$ cat src/rtl/ram_arbiter_pkg.sv
// Shared types and constants for the two-port SRAM controller arbiter.
package ram_arbiter_pkg;

  typedef enum logic [1:0] {
    ST_IDLE    = 2'd0,
    ST_BUSY    = 2'd1,
    ST_RECOVER = 2'd2
  } state_t;

  typedef enum logic {
    PORT_A = 1'b0,
    PORT_B = 1'b1
  } port_t;

  localparam int TIMEOUT_DEF = 15;

endpackage

$ cat src/rtl/ram_arbiter_if.sv
// One requester port of the arbiter: command/write data in, ack/err/read data out.
interface ram_arbiter_if;
  logic [17:0] addr;
  logic [15:0] data_in;
  logic        rd;
  logic        wr;
  logic        byte_op;
  logic        wr_inhibit;
  logic [15:0] data_out;
  logic        ack;
  logic        err;

  modport master (output addr, data_in, rd, wr, byte_op, wr_inhibit,
                  input  data_out, ack, err);
  modport slave  (input  addr, data_in, rd, wr, byte_op, wr_inhibit,
                  output data_out, ack, err);
endinterface

$ cat src/rtl/ram_arb_port_mux.sv
// Combinational owner select of the command fields presented to the controller.
// rd and wr both high is treated as a write, so rd is masked by wr here.
module ram_arb_port_mux
  import ram_arbiter_pkg::*;
(
  input  port_t       sel,
  input  logic [17:0] a_addr,
  input  logic [15:0] a_data,
  input  logic        a_rd,
  input  logic        a_wr,
  input  logic        a_byte_op,
  input  logic        a_wr_inhibit,
  input  logic [17:0] b_addr,
  input  logic [15:0] b_data,
  input  logic        b_rd,
  input  logic        b_wr,
  input  logic        b_byte_op,
  input  logic        b_wr_inhibit,
  output logic [17:0] addr,
  output logic [15:0] data,
  output logic        rd,
  output logic        wr,
  output logic        byte_op,
  output logic        wr_inhibit
);

  // Pick the owner's live request fields
  always_comb begin
    addr       = a_addr;
    data       = a_data;
    rd         = a_rd & ~a_wr;
    wr         = a_wr;
    byte_op    = a_byte_op;
    wr_inhibit = a_wr_inhibit;
    if (sel == PORT_B) begin
      addr       = b_addr;
      data       = b_data;
      rd         = b_rd & ~b_wr;
      wr         = b_wr;
      byte_op    = b_byte_op;
      wr_inhibit = b_wr_inhibit;
    end
  end

endmodule

$ cat src/rtl/ram_arbiter.sv
// Two-port arbiter in front of the SRAM controller (CPU = port A, DMA = port B).
// Access sequence: IDLE grant -> BUSY until done/timeout -> one RECOVER cycle
// carrying the registered ack. Ties are round robin unless ARB_FIXED_PRIO_EN
// is defined, in which case port A always wins a tie.
module ram_arbiter
  import ram_arbiter_pkg::*;
#(
  parameter int TIMEOUT = TIMEOUT_DEF
) (
  input  logic         clk,
  input  logic         reset,
  ram_arbiter_if.slave a,
  ram_arbiter_if.slave b,
  output logic [17:0]  mem_addr,
  output logic [15:0]  mem_data_in,
  input  logic [15:0]  mem_data_out,
  output logic         mem_rd,
  output logic         mem_wr,
  output logic         mem_byte_op,
  output logic         mem_wr_inhibit,
  input  logic         mem_done,
  output logic         grant_b
);

  localparam logic [3:0] TMO = 4'(TIMEOUT);

  state_t     state, state_nxt;
  port_t      owner, owner_nxt, last_grant;
  logic [3:0] cnt, cnt_inc;
  logic       start, done_ev, tmo_ev;
  logic       req_a, req_b, m_rd, m_wr;

  assign req_a   = a.rd | a.wr;
  assign req_b   = b.rd | b.wr;
  assign cnt_inc = cnt + 4'd1;

  ram_arb_port_mux u_mux (
    .sel          (owner),
    .a_addr       (a.addr),
    .a_data       (a.data_in),
    .a_rd         (a.rd),
    .a_wr         (a.wr),
    .a_byte_op    (a.byte_op),
    .a_wr_inhibit (a.wr_inhibit),
    .b_addr       (b.addr),
    .b_data       (b.data_in),
    .b_rd         (b.rd),
    .b_wr         (b.wr),
    .b_byte_op    (b.byte_op),
    .b_wr_inhibit (b.wr_inhibit),
    .addr         (mem_addr),
    .data         (mem_data_in),
    .rd           (m_rd),
    .wr           (m_wr),
    .byte_op      (mem_byte_op),
    .wr_inhibit   (mem_wr_inhibit)
  );

  // Command strobes only reach the controller while an access is in flight
  assign mem_rd  = (state == ST_BUSY) & m_rd;
  assign mem_wr  = (state == ST_BUSY) & m_wr;
  assign grant_b = (state != ST_IDLE) && (owner == PORT_B);

  // Next-state, grant decision and completion events
  always_comb begin
    state_nxt = state;
    owner_nxt = owner;
    start     = 1'b0;
    done_ev   = 1'b0;
    tmo_ev    = 1'b0;
    case (state)
      ST_IDLE: begin
        if (req_a || req_b) begin
          start     = 1'b1;
          state_nxt = ST_BUSY;
          if (req_a && req_b) begin
`ifdef ARB_FIXED_PRIO_EN
            owner_nxt = PORT_A;
`else
            if (last_grant == PORT_A) owner_nxt = PORT_B;
            else                      owner_nxt = PORT_A;
`endif
          end else if (req_a) begin
            owner_nxt = PORT_A;
          end else begin
            owner_nxt = PORT_B;
          end
        end
      end
      ST_BUSY: begin
        // done wins over a coincident timeout
        if (mem_done) begin
          done_ev   = 1'b1;
          state_nxt = ST_RECOVER;
        end else if (cnt_inc == TMO) begin
          tmo_ev    = 1'b1;
          state_nxt = ST_RECOVER;
        end
      end
      ST_RECOVER: state_nxt = ST_IDLE;
      default:    state_nxt = ST_IDLE;
    endcase
  end

  // State, owner, timeout counter and per-port ack/err/read-data registers
  always_ff @(posedge clk) begin
    if (reset) begin
      state      <= ST_IDLE;
      owner      <= PORT_A;
      last_grant <= PORT_B;
      cnt        <= '0;
      a.ack      <= 1'b0;
      a.err      <= 1'b0;
      a.data_out <= '0;
      b.ack      <= 1'b0;
      b.err      <= 1'b0;
      b.data_out <= '0;
    end else begin
      state <= state_nxt;
      a.ack <= 1'b0;
      b.ack <= 1'b0;
      if (start) begin
        owner      <= owner_nxt;
        last_grant <= owner_nxt;
        cnt        <= '0;
      end else if (state == ST_BUSY) begin
        cnt <= cnt_inc;
      end
      if (done_ev || tmo_ev) begin
        if (owner == PORT_A) begin
          a.ack <= 1'b1;
          a.err <= tmo_ev;
          if (done_ev && m_rd) a.data_out <= mem_data_out;
        end else begin
          b.ack <= 1'b1;
          b.err <= tmo_ev;
          if (done_ev && m_rd) b.data_out <= mem_data_out;
        end
      end
    end
  end

endmodule

$ cat src/flat_wrapper.sv
// flat-port wrapper written by rule: the top's interface ports become plain ports
module ram_arbiter_flat import ram_arbiter_pkg::*;
#(
  parameter int TIMEOUT = TIMEOUT_DEF
)
  (clk, reset, mem_addr, mem_data_in, mem_data_out, mem_rd, mem_wr, mem_byte_op, mem_wr_inhibit, mem_done, grant_b, a_addr, a_data_in, a_rd, a_wr, a_byte_op, a_wr_inhibit, a_data_out, a_ack, a_err, b_addr, b_data_in, b_rd, b_wr, b_byte_op, b_wr_inhibit, b_data_out, b_ack, b_err);
  ram_arbiter_if a_i ();
  ram_arbiter_if b_i ();
  input  logic clk;
  input  logic reset;
  output logic [17:0] mem_addr;
  output logic [15:0] mem_data_in;
  input  logic [15:0] mem_data_out;
  output logic mem_rd;
  output logic mem_wr;
  output logic mem_byte_op;
  output logic mem_wr_inhibit;
  input  logic mem_done;
  output logic grant_b;
  input wire logic [$bits(a_i.addr)-1:0] a_addr;
  input wire logic [$bits(a_i.data_in)-1:0] a_data_in;
  input wire logic [$bits(a_i.rd)-1:0] a_rd;
  input wire logic [$bits(a_i.wr)-1:0] a_wr;
  input wire logic [$bits(a_i.byte_op)-1:0] a_byte_op;
  input wire logic [$bits(a_i.wr_inhibit)-1:0] a_wr_inhibit;
  output wire logic [$bits(a_i.data_out)-1:0] a_data_out;
  output wire logic [$bits(a_i.ack)-1:0] a_ack;
  output wire logic [$bits(a_i.err)-1:0] a_err;
  input wire logic [$bits(b_i.addr)-1:0] b_addr;
  input wire logic [$bits(b_i.data_in)-1:0] b_data_in;
  input wire logic [$bits(b_i.rd)-1:0] b_rd;
  input wire logic [$bits(b_i.wr)-1:0] b_wr;
  input wire logic [$bits(b_i.byte_op)-1:0] b_byte_op;
  input wire logic [$bits(b_i.wr_inhibit)-1:0] b_wr_inhibit;
  output wire logic [$bits(b_i.data_out)-1:0] b_data_out;
  output wire logic [$bits(b_i.ack)-1:0] b_ack;
  output wire logic [$bits(b_i.err)-1:0] b_err;
  assign a_i.addr = a_addr;
  assign a_i.data_in = a_data_in;
  assign a_i.rd = a_rd;
  assign a_i.wr = a_wr;
  assign a_i.byte_op = a_byte_op;
  assign a_i.wr_inhibit = a_wr_inhibit;
  assign a_data_out = a_i.data_out;
  assign a_ack = a_i.ack;
  assign a_err = a_i.err;
  assign b_i.addr = b_addr;
  assign b_i.data_in = b_data_in;
  assign b_i.rd = b_rd;
  assign b_i.wr = b_wr;
  assign b_i.byte_op = b_byte_op;
  assign b_i.wr_inhibit = b_wr_inhibit;
  assign b_data_out = b_i.data_out;
  assign b_ack = b_i.ack;
  assign b_err = b_i.err;
  ram_arbiter #(.TIMEOUT(TIMEOUT)) u_core (.clk(clk), .reset(reset), .a(a_i), .b(b_i), .mem_addr(mem_addr), .mem_data_in(mem_data_in), .mem_data_out(mem_data_out), .mem_rd(mem_rd), .mem_wr(mem_wr), .mem_byte_op(mem_byte_op), .mem_wr_inhibit(mem_wr_inhibit), .mem_done(mem_done), .grant_b(grant_b));
endmodule
$ cat config.mk
export PLATFORM = sky130hd
export DESIGN_NAME = ram_arbiter_flat
export DESIGN_NICKNAME = d
export VERILOG_FILES = /design/src/rtl/ram_arbiter_pkg.sv /design/src/rtl/ram_arbiter_if.sv /design/src/rtl/ram_arb_port_mux.sv /design/src/rtl/ram_arbiter.sv /design/src/flat_wrapper.sv
export SDC_FILE = /design/constraint.sdc
export NUM_CORES = 1
export LEC_CHECK = 0
export BUFFER_PORTS_ARGS = -buffer_cell sky130_fd_sc_hd__buf_2
export CAP_MARGIN = 10
export CELL_PAD_IN_SITES_DETAIL_PLACEMENT = 0
export CELL_PAD_IN_SITES_GLOBAL_PLACEMENT = 1
export CORE_MARGIN = 2
export CORE_UTILIZATION = 27
export DETAILED_ROUTE_END_ITERATION = 10
export GPL_TIMING_DRIVEN = 0
export PLACE_DENSITY_LB_ADDON = 0.1
export SLEW_MARGIN = 5
export SYNTH_ARGS = -nofsm -noshare
export SYNTH_HDL_FRONTEND = slang
export SYNTH_SLANG_ARGS = --single-unit
$ cat constraint.sdc
create_clock -name clk -period 1.7 [get_ports clk]
set_input_delay 0.085 -clock clk [delete_from_list [all_inputs] [get_ports clk]]
set_output_delay 0.085 -clock clk [all_outputs]
set_load 0.1 [all_outputs]
# Word level (Yosys, flattened, before mapping)
# Index checks and enable logic that the tools add are counted.
word_totals:
  ff_bits: 44
  inputBits: 95
  out_inout_bits: 75
  wordCells: 63
op_classes:
  add_sub_neg: 1
  n_eq_ne: 4
  n_mux: 24
  bitwise_logic: 10
  reduce_logical: 14
op_table:
  columns: ["cell", "count"]
  rows:
  - ["$mux W1", 18]
  - ["$mux W18", 1]
  - ["$mux W16", 1]
  - ["$mux W2", 3]
  - ["$reduce_and A2 Y1", 3]
  - ["$reduce_and A3 Y1", 2]
  - ["$add A4 B1 Y4 const B", 1]
  - ["$and A1 B1 Y1", 4]
  - ["$eq A4 B4 Y1 const B", 1]
  - ["$not A1 Y1", 4]
  - ["$pmux W2 S2", 1]
  - ["$reduce_or A2 Y1", 2]
  - ["$logic_and A1 B1 Y1", 3]
  - ["$ne A3 B2 Y1 const B", 1]
  - ["$eq A2 B1 Y1 const B", 1]
  - ["$logic_not A2 Y1", 1]
  - ["$logic_or A1 B1 Y1", 2]
  - ["$ne A2 B1 Y1 const B", 1]
  - ["$or A1 B1 Y1", 2]
  - ["$reduce_bool A2 Y1", 1]

# Longest topological paths before layout
logic_depth:
  word_depth: 8
  ltp_mapped: 6
  mapped_depth_nobuf: 5

# Modules after synthesis
# Synthesis repeated with hierarchy kept, for this count alone.
hier_totals:
  hier_cells: 249
  area_unflattened_um2: 2289.7
modules_own_cells:
  columns: ["module", "n_inst", "cells_each", "area_each_um2", "seq_area_each_um2"]
  rows:
  - ["ram_arbiter", 1, 205, 1793.0, 880.8]
  - ["ram_arb_port_mux", 1, 44, 496.7, 0.0]

# Worst setup path before layout
# No wires, ideal clock.
synth_path:
  kind: "reg-to-output"
  from: "register u_core.owner"
  to: "output port mem_rd"
  arrival_time_ns: 2.197
  required_ns: 1.615
  setup_slack_ns: -0.582
  path_stages_with_launch: 5
  path_buffers: 1
  path_cell_list: "dfxtp_1 buf_2 nor2_1 nand2_1 a21oi_1"
synth_between:
  elab_chain_cells: 2
synth_lines:
  columns: ["element", "line_no", "text"]
  rows:
  - ["start, declared", "ram_arbiter.sv:28", "port_t owner, owner_nxt, last_grant;"]
  - ["start signal, assigned", "ram_arbiter.sv:123", "owner <= owner_nxt;"]
  - ["$mux W1", "ram_arb_port_mux.sv:35", "if (sel == PORT_B) begin"]
  - ["$and A1 B1 Y1", "ram_arbiter.sv:60", "assign mem_rd = (state == ST_BUSY) & m_rd;"]
  - ["end, declared", "flat_wrapper.sv:14", "output logic mem_rd;"]
# Every way passes these cells.

# Final worst setup path
layout_path:
  from: "register u_core.owner"
  to: "output port mem_data_in[10]"
layout_between:
  elab_chain_cells: 1
layout_lines:
  columns: ["element", "line_no", "text"]
  rows:
  - ["$mux W16", "ram_arb_port_mux.sv:35", null]
  - ["end, declared", "flat_wrapper.sv:12", "output logic [15:0] mem_data_in;"]
# Every way passes these cells.

==> reports/metrics.cfg <==
[worst_setup_path]
r2r-end = u_core.b.data_out[2]$_SDFFE_PP0P_
r2r_cells = 6
reg2reg_setup_slack_ns = 0.16
crit_type = reg2out
cp_max_fo = 10
timing.rr.start = u_core.owner$_SDFFE_PP0P_
required_ns = 1.62
start_kind = flip-flop
crit_arrival_ns = 1.55
endpoint_kind = primary output

[layout]
syn2layout_area_growth_pct = 60.16
final_area_sq_um = 3491
drive_gt1_share_pct = 59.29
final_cell_mix = buf_2, dfxtp_1, nor2_1
diodes = 0
nets = 490
final_common_cell = buf_2

[clock_network]
cts_hold_buf = 0
clock_path_buffers = 2
cts_tree = done
worstSkewPairLatency_ns = 0.29
h-tree-depth = 2
cts_root_buf = clkbuf_8
cts_sinks = 44
numCtsBuffers = 5
clk_pin_slew_worst_paths_ns = 0.08

[logic_synthesis]
synth_warnings = 0
ys_seq_elements = 44
synth.area.mux_share_pct = 34.21
yosysSeqAreaShare_pct = 40.41
synth_xor_area_share_pct = 0.8037
yosysTopAreaCell = dfxtp_1
synth_top_family_by_area = multiplexers
yosys.area.top_type_share_pct = 40.41
synthAdderAreaFrac_pct = 1.148
synth_compound_area_share_pct = 5.109
synth-edff-count = 0
synth_area_per_cell_sq_um = 10.09
synth_area_sq_um = 2180
synth.area.top_cells = dfxtp_1, mux2_2, mux2i_1
ys_types = 35
postSynth.asyncResetShare_pct = 0
syn_nets = 313
synthFlopType = dfxtp_1
yosys.area_share.simple_pct = 14.01
synth_cells = 216

[drt]
routedWlPerCell_um = 12.79
drtIter0Drc = 39
antenna_left = 0
drc = 0
wl_mm = 6.333
avgViaCountPerCell = 4.438
vias = 2197
dr.pass1.iters = 4

[floorplan]
rows = 32
ios = 170
die_area_sq_um = 8807
start_util_pct = 28.06
die_h_um = 93.85
die-width_um = 93.85
core_area_sq_um = 7767

[global_routing]
grt_pass1_vias = 2126
grt_pass1_wl_mm = 9.770
grt_overflow_total = 0
grtUsageTotal_pct = 13.92
grt_max_degree = 14
antenna_found_initial = 0

[worst_hold_path]
min_from = mem_data_out[13]
min_to = u_core.a.data_out[13]$_SDFFE_PP0P_
holdPathStages = 3
min_path_type = in2reg

[sta]
slew_headroom_pct = 64.17
fin_skew_ns = 0.002301
timing.fmax_mhz = 610.8
setup_viol = 0
period_needed_ns = 1.637
timing_worst_slew_pin_value_ns = 0.5305
rsz0062_at_grt = no
maxSlewViolCount = 0
timing.hold.ws_ns = 0.04165
layout_setup_ws_ns = 0.06286
hold_viol_final = 0
timing.final.crit_share_pct = 96.30

[place]
port-buffer-count = 168
placed_area_sq_um = 3162
hpwlAfterDp_mm = 5.116
dp_slack_ns = -0.05996
place.gp.congestion = 0.7395

[power]
power_uw = 3450
p_leak_uw = 0.001736
power_density_nw_per_um2 = 988.3
peakVddDrop_mv = 0.3910

[outcome]
outcome = completed

[run]
cap_violations = 0

per-layer routing:
metal	routed length [um]	vias up	track usage, %
met2	3308	72	25.60
li1	-	1101	-
met5	0	-	0
met1	2555	1016	16.26
met3	365	8	2.809
met4	104	0	3.865
power breakdown:
| group | switching (uW) | total, uW | internal (uW) |
|---|---|---|---|
| Clock | 350 | 929 | 579 |
| Sequential | 17.4 | 1070 | 1060 |
| Combinational | 1050 | 1450 | 399 |
critical path, stage by stage (launching register included):
cell	delay, ns
dfxtp_1	0.31
clkbuf_4	0.20
buf_6	0.17
mux2_2	0.35
buf_4	0.23
sequential cells by signal (all words and copies together), names as in the netlist:
name	cells
u_core.owner	1
u_core.last_grant	1
u_core.b.data_out	16
u_core.a.err	1
u_core.a.data_out	16
u_core.cnt	4
u_core.state	2
u_core.a.ack	1
u_core.b.err	1
u_core.b.ack	1
Yosys cell counts (2+ instances only):
cell and count:
mux2i_1 34, a31oi_1 3, buf_2 2, nand2b_1 2, o21ai_0 5, mux2_2 36
ha_1 2, inv_1 2, clkbuf_1 8, nand2_1 9, a21oi_1 3, nor2_1 42
nor3_1 2, nor4_1 2, dfxtp_1 44
kinds of logic after synthesis:
kind of cell,after synthesis
buffers and inverters,17
adder cells (fa/ha/maj),2
AND/OR/NAND/NOR,64
XOR/XNOR,2
AO/OA/AOI/OAI,17
multiplexers,70
flip-flops,44
through the flow:
| stage | TNS [ns] | utilization, % | std cells |
|---|---|---|---|
| floorplan | 0 | - | 216 |
| global placement | -0.3291 | 40.71 | 486 |
| detailed placement | -0.1346 | 40.71 | 486 |
| CTS | -0.4979 | 44.02 | 495 |
| global route | 0 | 44.94 | 495 |
| finish | 0 | 44.94 | 495 |
worst max path at each step:
| stage | startpoint | end |
|---|---|---|
| finish | u_core.owner$_SDFFE_PP0P_ | mem_data_in[10] |
| global route | u_core.owner$_SDFFE_PP0P_ | mem_data_in[11] |
| CTS | u_core.owner$_SDFFE_PP0P_ | mem_data_in[10] |
| detailed placement | u_core.owner$_SDFFE_PP0P_ | mem_wr |
| global placement | u_core.owner$_SDFFE_PP0P_ | mem_wr |
| floorplan | u_core.owner$_SDFFE_PP0P_ | mem_rd |
repair_timing:
action,in CTS,in global routing
pin swaps,1,0
buffers inserted,2,0
endpoints found under the setup margin,47,41
gates resized for setup,46,21
layout make-up:
type | count | area [sq um]
Sequential cell | 44 | 880.8
Multi-Input combinational cell | 155 | 1231
Fill cell | 800 | 4277
Tap cell | 102 | 127.6
Inverter | 3 | 11.26
Timing Repair Buffer | 170 | 989.7
Clock inverter | 2 | 60.06
Buffer | 14 | 121.4
Clock buffer | 5 | 68.82
Power figures use the tool's default switching activity.
